<file path="config.mk">
export PLATFORM = sky130hd
export DESIGN_NAME = vga_timing_gen
export DESIGN_NICKNAME = d
export VERILOG_FILES = /design/src/rtl/vga_pkg.sv /design/src/rtl/vga_axis_counter.sv /design/src/rtl/vga_timing_gen.sv
export SDC_FILE = /design/constraint.sdc
export NUM_CORES = 1
export LEC_CHECK = 0
export CORE_MARGIN = 4
export CORE_UTILIZATION = 45
export CTS_BUF_LIST = sky130_fd_sc_hd__clkbuf_16
export CTS_CLUSTER_SIZE = 40
export DETAILED_ROUTE_END_ITERATION = 8
export GPL_ROUTABILITY_DRIVEN = 0
export HOLD_SLACK_MARGIN = 0.1
export PLACE_DENSITY = 0.66
export SYNTH_ARGS = -nofsm -noshare
export SYNTH_HDL_FRONTEND = slang
export SYNTH_HIERARCHICAL = 1
export SYNTH_SLANG_ARGS = --single-unit
</file>
<file path="constraint.sdc">
create_clock -name Clock -period 9.4 [get_ports Clock]
set_input_delay 0.94 -clock Clock [delete_from_list [all_inputs] [get_ports Clock]]
set_output_delay 0.94 -clock Clock [all_outputs]
set_load 0.005 [all_outputs]
</file>
<file path="src/rtl/vga_pkg.sv">
// Shared types and timing presets for the VGA raster generator.
// Axis descriptions are four phase lengths plus sync polarity.
package vga_pkg;

    localparam int VGA_W = 12;

    typedef logic [VGA_W-1:0] coord_t;
    typedef logic [VGA_W+1:0] total_t;

    typedef struct packed {
        coord_t active;
        coord_t fp;
        coord_t sync;
        coord_t bp;
        logic   pol;
    } vga_axis_t;

    typedef struct packed {
        vga_axis_t h;
        vga_axis_t v;
    } vga_timing_t;

    localparam vga_timing_t TIMING_800X600_72 = '{
        h: '{
            active: 12'd800,
            fp:     12'd56,
            sync:   12'd120,
            bp:     12'd64,
            pol:    1'b1
        },
        v: '{
            active: 12'd600,
            fp:     12'd37,
            sync:   12'd6,
            bp:     12'd23,
            pol:    1'b1
        }
    };

    localparam vga_timing_t TIMING_640X480_60 = '{
        h: '{
            active: 12'd640,
            fp:     12'd16,
            sync:   12'd96,
            bp:     12'd48,
            pol:    1'b0
        },
        v: '{
            active: 12'd480,
            fp:     12'd10,
            sync:   12'd2,
            bp:     12'd33,
            pol:    1'b0
        }
    };

    // Two guard bits so an oversized sum is still visible to validation.
    function automatic total_t axis_total(input vga_axis_t a);
        return {2'b00, a.active}
             + {2'b00, a.fp}
             + {2'b00, a.sync}
             + {2'b00, a.bp};
    endfunction

    function automatic logic axis_valid(input vga_axis_t a);
        total_t lim;
        lim = {2'b00, {VGA_W{1'b1}}};
        return (a.active != '0)
            && (a.sync != '0)
            && (axis_total(a) <= lim);
    endfunction

endpackage

</file>
<file path="src/rtl/vga_axis_counter.sv">
// One raster axis: position counter with terminal, active and sync flags.
// The vertical instance is enabled by the horizontal terminal count.
module vga_axis_counter
    import vga_pkg::*;
(
    input  logic      Clock,
    input  logic      Reset,
    input  vga_axis_t axis,
    input  logic      en,
    output coord_t    count,
    output logic      wrap,
    output logic      active,
    output logic      sync
);

    total_t total;
    total_t sync_lo;
    total_t sync_hi;
    total_t cnt_x;

    always_comb begin
        total   = axis_total(axis);
        sync_lo = {2'b00, axis.active}
                + {2'b00, axis.fp};
        sync_hi = sync_lo + {2'b00, axis.sync};
        cnt_x   = {2'b00, count};
    end

    assign wrap   = (cnt_x == total - 1'b1);
    assign active = (count < axis.active);
    assign sync   = (cnt_x >= sync_lo)
                 && (cnt_x < sync_hi);

    always_ff @(posedge Clock) begin
        if (Reset) begin
            count <= '0;
        end else if (en) begin
            count <= wrap ? '0 : count + 1'b1;
        end
    end

endmodule

</file>
<file path="src/rtl/vga_timing_gen.sv">
// Runtime-reconfigurable VGA timing generator with shadowed timing set.
// A validated write is held in the shadow set until the frame boundary.
module vga_timing_gen
    import vga_pkg::*;
#(
    parameter int W        = VGA_W,
    parameter int H_ACTIVE = int'(TIMING_800X600_72.h.active),
    parameter int H_FP     = int'(TIMING_800X600_72.h.fp),
    parameter int H_SYNC   = int'(TIMING_800X600_72.h.sync),
    parameter int H_BP     = int'(TIMING_800X600_72.h.bp),
    parameter int V_ACTIVE = int'(TIMING_800X600_72.v.active),
    parameter int V_FP     = int'(TIMING_800X600_72.v.fp),
    parameter int V_SYNC   = int'(TIMING_800X600_72.v.sync),
    parameter int V_BP     = int'(TIMING_800X600_72.v.bp),
    parameter bit H_POL    = TIMING_800X600_72.h.pol,
    parameter bit V_POL    = TIMING_800X600_72.v.pol
) (
    input  logic         Clock,
    input  logic         Reset,
    input  logic         cfg_we,
    input  logic [W-1:0] cfg_h_active,
    input  logic [W-1:0] cfg_h_fp,
    input  logic [W-1:0] cfg_h_sync,
    input  logic [W-1:0] cfg_h_bp,
    input  logic [W-1:0] cfg_v_active,
    input  logic [W-1:0] cfg_v_fp,
    input  logic [W-1:0] cfg_v_sync,
    input  logic [W-1:0] cfg_v_bp,
    input  logic         cfg_h_pol,
    input  logic         cfg_v_pol,
    output logic         cfg_pending,
    output logic         cfg_err,
    output logic         hSync,
    output logic         vSync,
    output logic         sync_n,
    output logic         blank_n,
    output logic [W-1:0] nextX,
    output logic [W-1:0] nextY,
    output logic         line_start,
    output logic         frame_start
);

    localparam vga_timing_t RESET_SET = '{
        h: '{
            active: coord_t'(H_ACTIVE),
            fp:     coord_t'(H_FP),
            sync:   coord_t'(H_SYNC),
            bp:     coord_t'(H_BP),
            pol:    H_POL
        },
        v: '{
            active: coord_t'(V_ACTIVE),
            fp:     coord_t'(V_FP),
            sync:   coord_t'(V_SYNC),
            bp:     coord_t'(V_BP),
            pol:    V_POL
        }
    };

    vga_timing_t live;
    vga_timing_t shadow;
    vga_timing_t cfg_in;

    logic   cfg_ok;
    logic   boundary;
    logic   in_active;

    coord_t h_count;
    coord_t v_count;
    logic   h_wrap;
    logic   v_wrap;
    logic   h_act;
    logic   v_act;
    logic   h_sync_ph;
    logic   v_sync_ph;

    always_comb begin
        cfg_in.h.active = coord_t'(cfg_h_active);
        cfg_in.h.fp     = coord_t'(cfg_h_fp);
        cfg_in.h.sync   = coord_t'(cfg_h_sync);
        cfg_in.h.bp     = coord_t'(cfg_h_bp);
        cfg_in.h.pol    = cfg_h_pol;
        cfg_in.v.active = coord_t'(cfg_v_active);
        cfg_in.v.fp     = coord_t'(cfg_v_fp);
        cfg_in.v.sync   = coord_t'(cfg_v_sync);
        cfg_in.v.bp     = coord_t'(cfg_v_bp);
        cfg_in.v.pol    = cfg_v_pol;
    end

    assign cfg_ok = axis_valid(cfg_in.h)
                 && axis_valid(cfg_in.v);

    assign boundary  = h_wrap && v_wrap;
    assign in_active = h_act && v_act;

    vga_axis_counter u_h (
        .Clock  (Clock),
        .Reset  (Reset),
        .axis   (live.h),
        .en     (1'b1),
        .count  (h_count),
        .wrap   (h_wrap),
        .active (h_act),
        .sync   (h_sync_ph)
    );

    vga_axis_counter u_v (
        .Clock  (Clock),
        .Reset  (Reset),
        .axis   (live.v),
        .en     (h_wrap),
        .count  (v_count),
        .wrap   (v_wrap),
        .active (v_act),
        .sync   (v_sync_ph)
    );

    // A write on the boundary cycle lands after the old shadow is applied.
    always_ff @(posedge Clock) begin
        if (Reset) begin
            live        <= RESET_SET;
            shadow      <= RESET_SET;
            cfg_pending <= 1'b0;
            cfg_err     <= 1'b0;
        end else begin
            cfg_err <= cfg_we && !cfg_ok;
            if (boundary && cfg_pending) begin
                live <= shadow;
            end
            if (cfg_we && cfg_ok) begin
                shadow      <= cfg_in;
                cfg_pending <= 1'b1;
            end else if (boundary) begin
                cfg_pending <= 1'b0;
            end
        end
    end

    always_ff @(posedge Clock) begin
        if (Reset) begin
            hSync       <= ~H_POL;
            vSync       <= ~V_POL;
            sync_n      <= 1'b1;
            blank_n     <= 1'b0;
            nextX       <= '0;
            nextY       <= '0;
            line_start  <= 1'b0;
            frame_start <= 1'b0;
        end else begin
            hSync       <= h_sync_ph ? live.h.pol
                                     : ~live.h.pol;
            vSync       <= v_sync_ph ? live.v.pol
                                     : ~live.v.pol;
            sync_n      <= ~(h_sync_ph && v_sync_ph);
            blank_n     <= in_active;
            nextX       <= in_active ? W'(h_count) : '0;
            nextY       <= in_active ? W'(v_count) : '0;
            line_start  <= (h_count == '0);
            frame_start <= (h_count == '0)
                        && (v_count == '0);
        end
    end

endmodule

</file>
After elaboration in Yosys (flattened, before gate mapping)
Index checks and enable logic that the tools add are counted.
{"block": "op_classes", "n_shift": 0, "n_mul": 0, "bitwise_logic": 4, "n_reduce_logical": 24, "mux": 5, "eq_ne": 2, "add_sub_neg": 16, "n_lt_le_gt_ge": 8, "div": 0}
{"operator": "$add A14 B12 Y14", "count": 5}
{"operator": "$add A12 B12 Y13", "count": 4}
{"operator": "$reduce_bool A12 Y1", "count": 4}
{"operator": "$add A13 B12 Y14", "count": 3}
{"operator": "$eq A12 B14 Y1", "count": 2}
{"operator": "$ge A12 B14 Y1", "count": 2}
{"operator": "$le A14 B12 Y1 const B", "count": 2}
{"operator": "$lt A12 B14 Y1", "count": 2}
{"operator": "$sub A14 B1 Y14 const B", "count": 2}
{"operator": "$add A12 B1 Y12 const B", "count": 2}
{"operator": "$logic_not A12 Y1", "count": 2}
{"operator": "$lt A12 B12 Y1", "count": 2}
{"operator": "$logic_and A1 B1 Y1", "count": 14}
{"operator": "$mux W12", "count": 1}
{"operator": "$mux W1", "count": 4}
{"operator": "$not A1 Y1", "count": 4}
{"operator": "$reduce_or A2 Y1", "count": 2}
{"operator": "$reduce_bool A2 Y1", "count": 1}
{"operator": "$logic_not A1 Y1", "count": 1}
{"block": "totals", "elab_cells": 91, "mem_bits_ro": 0, "in_bits": 101, "out_inout_bits": 32, "ram_bits": 0, "mem_count": 0, "regBits": 252, "latch_bits": 0}

Logic depth before layout (Yosys ltp)
Gate-level depths: netlist of the first run.
{"block": "logic_depth", "word_depth": 8, "ltp_mapped": 32, "ltp_nobuf": 32}

Cells and area by module
The synthesis of the first run kept the hierarchy.
{"module": "vga_timing_gen", "area_each_um2": 10930.5, "cells_each": 1215, "instances": 1}
{"module": "vga_axis_counter at u_h", "area_each_um2": 3462.1, "cells_each": 449, "instances": 1}
{"module": "vga_axis_counter at u_v", "area_each_um2": 3393.3, "cells_each": 446, "instances": 1}

Worst setup path after synthesis of the first run
Ideal clock, no wire load.
{"block": "synth_path", "path_type": "reg2reg", "start": "register live[74] in the netlist's numbering", "end": "register live[41] in the netlist's numbering", "t_arrival_ps": 6512, "synth_period_minus_slack_ps": 6574, "setup_ps": 62, "path_buffers": 3, "path_slack_ps": 2826, "stages_incl_launch_ff": 32, "t_required_ps": 9338, "cell_sequence": "dfxtp_1 ha_1 inv_1 fa_1 nor2b_1 o21ai_0 nand2b_1 a21o_1 a21o_1 a21o_1 a21oi_1 xnor2_1 ha_1 and2_1 a311oi_1 a21oi_1 xnor2_1 ha_1 inv_1 ha_1 o21ai_0 a2111oi_0 nand3_1 nor4b_1 nand4_1 nor4_1 and3_1 clkbuf_1 clkbuf_1 buf_1 nand2_1 nand3b_1"}
{"block": "synth_via", "elab_chain_len": 7}
{"element": "start: declaration", "line": "vga_timing_gen.sv:60", "source": "vga_timing_t live;"}
{"element": "start signal: assignment", "line": "vga_timing_gen.sv:128", "source": "live <= shadow;"}
{"element": "$add A12 B12 Y13", "line": "vga_pkg.sv:60", "source": "+ {2'b00, a.fp}"}
{"element": "$add A13 B12 Y14", "line": "vga_pkg.sv:61", "source": "+ {2'b00, a.sync}"}
{"element": "$add A14 B12 Y14", "line": "vga_pkg.sv:62", "source": "+ {2'b00, a.bp};"}
{"element": "$sub A14 B1 Y14", "line": "vga_axis_counter.sv:29", "source": "assign wrap = (cnt_x == total - 1'b1);"}
{"element": "$eq A12 B14 Y1", "line": "vga_axis_counter.sv:29"}
{"element": "net h_wrap", "line": "vga_timing_gen.sv:70", "source": "logic h_wrap;"}
{"element": "$logic_and A1 B1 Y1", "line": "vga_timing_gen.sv:93", "source": "assign boundary = h_wrap && v_wrap;"}
{"element": "$logic_and A1 B1 Y1", "line": "vga_timing_gen.sv:127", "source": "if (boundary && cfg_pending) begin"}
The timed path passes the listed nets, and every way through them passes these cells.
A chain may end at the register's enable or synchronous reset.

Worst setup path after layout of the first run
{"block": "layout_path", "start": "register live[37] in the netlist's numbering", "end": "register live[73] in the netlist's numbering"}
{"block": "layout_via", "elab_chain_len": 7}
{"element": "$add A12 B12 Y13", "line": "vga_pkg.sv:60"}
{"element": "$add A14 B12 Y14", "line": "vga_pkg.sv:61"}
{"element": "$add A14 B12 Y14", "line": "vga_pkg.sv:62"}
{"element": "$sub A14 B1 Y14", "line": "vga_axis_counter.sv:29"}
{"element": "$eq A12 B14 Y1", "line": "vga_axis_counter.sv:29"}
{"element": "net v_wrap", "line": "vga_timing_gen.sv:71", "source": "logic v_wrap;"}
{"element": "$logic_and A1 B1 Y1", "line": "vga_timing_gen.sv:93"}
{"element": "$logic_and A1 B1 Y1", "line": "vga_timing_gen.sv:127"}
The timed path passes the listed nets, and every way through them passes these cells.

==> flow_summary.json, run 1 <==
{
  "outcome": "finished clean",
  "portBuffers": 132,
  "fp.dieH_um": 207,
  "clock_latency_ps": 550,
  "register_area_um2": 5040,
  "grt_pass1_vias": 14100,
  "cts_resized": 0,
  "n_antenna_cell": 0,
  "die_w_um": 207,
  "cp-start-kind": "flop",
  "required_ps": 9870,
  "period_needed_ps": 7460,
  "maxCapViolCount": 0,
  "synth_top_family_by_area": "simple AND/OR/NAND/NOR gates",
  "finalPower_mw": 2.68,
  "worstHoldStart": "live[7]",
  "vias": 14300,
  "synth-simple-area-share_pct": 21.5,
  "drive_above_1_share_pct": 3.41,
  "multi_input_comb_area_um2": 11400,
  "arrival_ps": 7920,
  "final_nets": 2554,
  "rsz0062_at_grt": "false",
  "ys.flop_type": "dfxtp_1",
  "ctsHoldBuffers": 0,
  "drc_errors": 0,
  "powerDensity_nw_per_um2": 132,
  "p_leak_nw": 8.88,
  "syn_area_per_cell_um2": 8.43,
  "fill_cells": 3709,
  "critPathCaptureType": "flop",
  "hold_class": "flop to flop",
  "dp_hpwl_mm": 34.7,
  "rows": 72,
  "synth-edff-count": 0,
  "ys_ff_latch": 252,
  "startpoint": "live[37]",
  "synth_seq_area_share_pct": 28.4,
  "ys_types": 85,
  "finalMaxSlewViolations": 0,
  "netlist_instances": 2110,
  "wl_per_cell_um": 16.1,
  "syn-cell-area_um2": 17800,
  "final_area_um2": 20300,
  "synth_area_leaders": "dfxtp_1 (28%), ha_1 (13%), fa_1 (6.1%), mux2i_1 (5.6%), nand2b_1 (5.6%)",
  "start_util_pct": 45.8,
  "fmax_ghz": 0.134,
  "layout_common_cells": "inv_1 (264), dfxtp_1 (252), nand2_1 (242)",
  "cts_buffers": 27,
  "dp.cells": 2698,
  "firstDrtPassIters": 5,
  "cts_root_buffer": "clkbuf_16",
  "drtIter0Drc": 822,
  "io_pins": 133,
  "synth-xor-area-share_pct": 5.02,
  "cts_tree": "done",
  "finalNonFillerCells": 2747,
  "final-hold-violation-count": 0,
  "antenna_found_initial": 1,
  "worst_slack_ps": 1940,
  "fin_tns_setup_ps": 0,
  "period_share_pct": 79.3,
  "tightest_slew_ps": 1080,
  "r2r_start": "live[37]",
  "async_flop_share_pct": 0,
  "synthMuxAreaShare_pct": 5.69,
  "totalWireLength_mm": 44.2,
  "synth_top_area_share_pct": 28.4,
  "critPathKind": "flop to flop",
  "cts_setup_buffers": 0,
  "synth_warnings": 6,
  "track_usage_pct": 20.6,
  "die_area_um2": 42800,
  "fin_skew_ps": 18.6,
  "core_area_um2": 38800,
  "grt_overflow": 0,
  "relSlewSlack_pct": 28.3,
  "path_clk_slew_ps": 70,
  "clkSinkCount": 252,
  "setup_violations": 0,
  "synth_compound_gate_area_share_pct": 11.9,
  "clockBufferDepth": 3,
  "via_per_inst": 5.21,
  "final_common_cell": "inv_1",
  "syn_to_final_growth_pct": 14.0,
  "cts-htree-levels": 1,
  "synth_top_area_cell": "dfxtp_1",
  "place_area_um2": 19400,
  "grt_max_degree": 143,
  "preCtsSetupSlack_ps": 1940,
  "synth_adder_area_share_pct": 19.5,
  "grt_pass1_wl_mm": 71.6,
  "ant_nets": 0,
  "path_max_fanout": 54,
  "ir_worst_vdd_uv": 116
}
cells in the mapped netlist, drive strengths merged, types with 3 or more instances:
cell and number:
o211ai 12, nor4b 3, fa 54, ha 190, a21o 26, or2 3, nor2b 12, a211o 3
nand4 15, nor4 24, nand2 242, nor3 37, xnor2 48, nand3b 30, clkbuf 56, a21oi 133
and4 4, buf 19, o21bai 7, o41ai 4, nand2b 158, and2 32, and3 15, a21boi 4
o31ai 7, a31oi 10, mux2i 100, o21a 16, nand3 35, a211oi 17, dfxtp 252, o21ai 46
a2111oi 9, a311oi 4, nor2 124, or3 11, o2111ai 4, xor2 53, inv 262
cell families after synthesis:
family / count (synthesis)
multiplexers: 101
other: 1
adder cells (fa/ha/maj): 245
flip-flops: 252
buffers and inverters: 337
XOR/XNOR: 101
AO/OA/AOI/OAI: 320
AND/OR/NAND/NOR: 753
per-layer routing:
metal / track usage, % / up-vias / part of all wire (%)
li1: - / 7236 / -
met1: 30.2 / 6654 / 50
met2: 32.2 / 346 / 43
met3: 2.31 / 74 / 4.5
met4: 5.59 / 2 / 2.5
met5: 0 / - / 0.025
sequential cells by signal, summed over array words and instances (netlist names), 12 cells and up:
name,cells
nextY,12
shadow,98
nextX,12
u_h/count,12
live,98
u_v/count,12
worst paths after layout:
kind / to / slack, ps / cells after the start
worst min-delay path: live[7] / 450 / 2
worst max register to register: live[73] / 1940 / 27
worst max-delay path: live[73] / 1940 / 27
worst min register to register: live[7] / 450 / 2
worst max-delay path, stage by stage, from the launching register on:
cell and delay (ps):
dfxtp_1 350, ha_1 190, inv_1 70, fa_1 390, nor2b_1 110, o21ai_0 100
a21boi_0 320, o21ai_0 130, nand2b_1 90, xor2_1 210, ha_1 270, nor3_1 90
a2111o_1 450, mux2i_1 130, a2111oi_0 650, ha_1 360, inv_1 60, ha_1 310
xor2_2 250, o21bai_1 100, a221o_1 350, nor4_1 260, nand4_1 190, nor3_1 450
and3_2 870, buf_12 320, nand2_1 140, a21oi_1 140
power breakdown:
part | internal, mW | switching, mW | leakage, nW
clock network | 0.605 | 0.444 | 0.421
logic | 0.223 | 0.255 | 6.43
registers | 1.12 | 0.0346 | 2.04
area by class of cell:
cell class / count / share of cell area, %
repair buffers: 138 / 6.82
inverters: 262 / 4.85
well taps: 518 / 3.20
multi-input cells: 1528 / 56.0
clock inverters: 22 / 0.938
flip-flops and latches: 252 / 24.9
clock buffers: 27 / 3.33
per-stage QoR:
step           hold slack (ps)  util (%)
4_1_cts                    454      52.2
2_1_floorplan              432         -
5_1_grt                    475      52.2
6_report                   453      52.2
3_3_place_gp               443      50.0
3_5_place_dp               446      50.0
Note: power is estimated with default switching activity, not from simulation.
==> run 2: changes to the inputs <==
==> constraint.sdc (replaced) <==
create_clock -name Clock -period 7.3 [get_ports Clock]
set_input_delay 0.73 -clock Clock [delete_from_list [all_inputs] [get_ports Clock]]
set_output_delay 0.73 -clock Clock [all_outputs]
set_load 0.005 [all_outputs]
==> run 2 against run 1 <==
Effect of this change: global-route usage is 0.052 points higher; critical path depth grew 5; core utilization increased by 0.39 points; register-to-register slack worse by 1400 ps; critical path type unchanged; flip-flop and latch count stayed put; first-iteration DRC count is 7.4% higher; count of clock-buffer cells in the layout did not move; cell count grew 0.25%; maximum frequency is 10% higher; design area up 0.75%; routed wire length up 0.43%; via count rose by 0.19%; largest power group unchanged.
==> flow_summary.json, run 2 (synthesized netlist as in run 1, its figures left out) <==
{
  "drc_errors": 0,
  "wl_per_cell_um": 16.1,
  "portBuffers": 132,
  "final_common_cell": "inv_1",
  "tightest_slew_ps": 1030,
  "seqPwrFrac_pct": 42.6,
  "cts_root_buffer": "clkbuf_16",
  "finalMaxSlewViolations": 0,
  "powerDensity_nw_per_um2": 171,
  "critPathKind": "flop to flop",
  "critPathCaptureType": "flop",
  "outcome": "finished clean",
  "slowest_delay_ps": 400,
  "cpMostUsedCell": "ha_1",
  "reg_top3": "live (98), shadow (98)",
  "die_w_um": 207,
  "antenna_found_initial": 1,
  "cts_setup_buffers": 0,
  "totalWireLength_mm": 44.3,
  "worst_slack_ps": 552,
  "grt_overflow": 0,
  "path_clk_slew_ps": 60,
  "grt_max_degree": 156,
  "cts-htree-levels": 1,
  "p_sw_share_pct": 27.1,
  "grt_pass1_vias": 13900,
  "arrival_ps": 7230,
  "grt_pass1_wl_mm": 71.8,
  "drtIter0Drc": 883,
  "path_max_fanout": 10,
  "core_area_um2": 38800,
  "final-hold-violation-count": 0,
  "relSlewSlack_pct": 31.0,
  "hold_class": "flop to flop",
  "syn_to_final_growth_pct": 14.9,
  "clkSinkCount": 252,
  "vias": 14300,
  "cts_buffers": 27,
  "io_pins": 133,
  "die_area_um2": 42800,
  "firstDrtPassIters": 5,
  "clock_latency_ps": 550,
  "final_nets": 2562,
  "via_per_inst": 5.21,
  "internal-power_mw": 2.55,
  "drive_above_1_share_pct": 4.16,
  "crit_slowest_cell": "a2111oi_0",
  "cts_resized": 0,
  "power_frac_clock_pct": 39.8,
  "fin_util_pct": 52.6,
  "fp.dieH_um": 207,
  "layout_common_cells": "inv_1 (262), dfxtp_1 (252), nand2_1 (242)",
  "track_usage_pct": 20.6,
  "fin_skew_ps": 7.39,
  "ir_worst_vdd_uv": 144,
  "period_share_pct": 92.4,
  "rows": 72,
  "dp_hpwl_mm": 35.0,
  "maxCapViolCount": 0,
  "p_leak_nw": 8.97,
  "period_needed_ps": 6750,
  "ctsHoldBuffers": 0,
  "fmax_ghz": 0.148,
  "clockBufferDepth": 3,
  "p_sw_mw": 0.950,
  "cp-start-kind": "flop",
  "start_util_pct": 45.8,
  "setup_violations": 0,
  "comb_power_share_pct": 17.5,
  "cts_tree": "done",
  "ant_nets": 0,
  "required_ps": 7780,
  "fill_cells": 3632,
  "preCtsSetupSlack_ps": 236
}
## run 2: cell types whose count changed in the layout (fill, tap and decap cells not counted), moves of 2 or more
cell and change:
clkinv_2 +3, clkinvlp_4 -3, inv_1 -2, buf_12 +3, buf_4 +5, clkinv_4 +3
clkinv_1 -5
## run 2: area by class of cell
class | instances | area, um2 | area share [%]
Clock inverter | 20 | 221 | 1.08
Clock buffer | 27 | 676 | 3.31
Multi-Input combinational cell | 1528 | 11400 | 55.7
Tap cell | 518 | 648 | 3.17
Sequential cell | 252 | 5040 | 24.7
Inverter | 262 | 983 | 4.81
Antenna cell | 1 | 2.50 | 0.0122
Timing Repair Buffer | 146 | 1480 | 7.24
## run 2: metrics by stage
| stage | cell area, um2 | instances | hold slack, ps | power (mW) | TNS (ps) |
|---|---|---|---|---|---|
| after floorplan | 17800 | 2117 | 432 | 1.97 | 0 |
| after global placement | 19500 | 2706 | 440 | 2.12 | 0 |
| after detailed placement | 19500 | 2706 | 443 | 2.14 | 0 |
| after CTS | 20400 | 2753 | 451 | 3.54 | 0 |
| after global routing | 20400 | 2754 | 464 | 3.67 | -2.96 |
| final | 20400 | 2754 | 453 | 3.50 | 0 |
## run 2: per-layer routing
layer	GRT usage, %	part of all wire [%]	vias to the layer above
met5	0	0	-
met4	5.74	2.6	0
met3	2.17	4.5	65
met2	31.6	43	328
met1	30.8	50	6697
li1	-	-	7249
## run 2: worst max-delay path: cells and delay by family, from the launching register on
family / cells / cell delay, ps
and+or+nand+nor: 12 / 2040
buffers and inverters: 3 / 350
AOI/OAI and AO/OA: 9 / 2050
DFF: 1 / 330
adders and majority gates: 5 / 1340
xor gates and xnor gates: 3 / 540
## run 2: power by group through the flow
stage / registers, mW / logic (mW) / clock network, mW
3_5_place_dp: 1.52 / 0.615 / 0
5_1_grt: 1.50 / 0.686 / 1.49
2_1_floorplan: 1.50 / 0.469 / 0
6_report: 1.49 / 0.613 / 1.39
3_3_place_gp: 1.52 / 0.597 / 0
4_1_cts: 1.49 / 0.618 / 1.43
## run 2: final timing paths
kind	start	end	slack [ps]	cells after the start
max	live[86]	u_v/count[11]	550	32
min	shadow[47]	live[47]	450	2
max reg2reg	live[86]	u_v/count[11]	550	32
min reg2reg	shadow[47]	live[47]	450	2
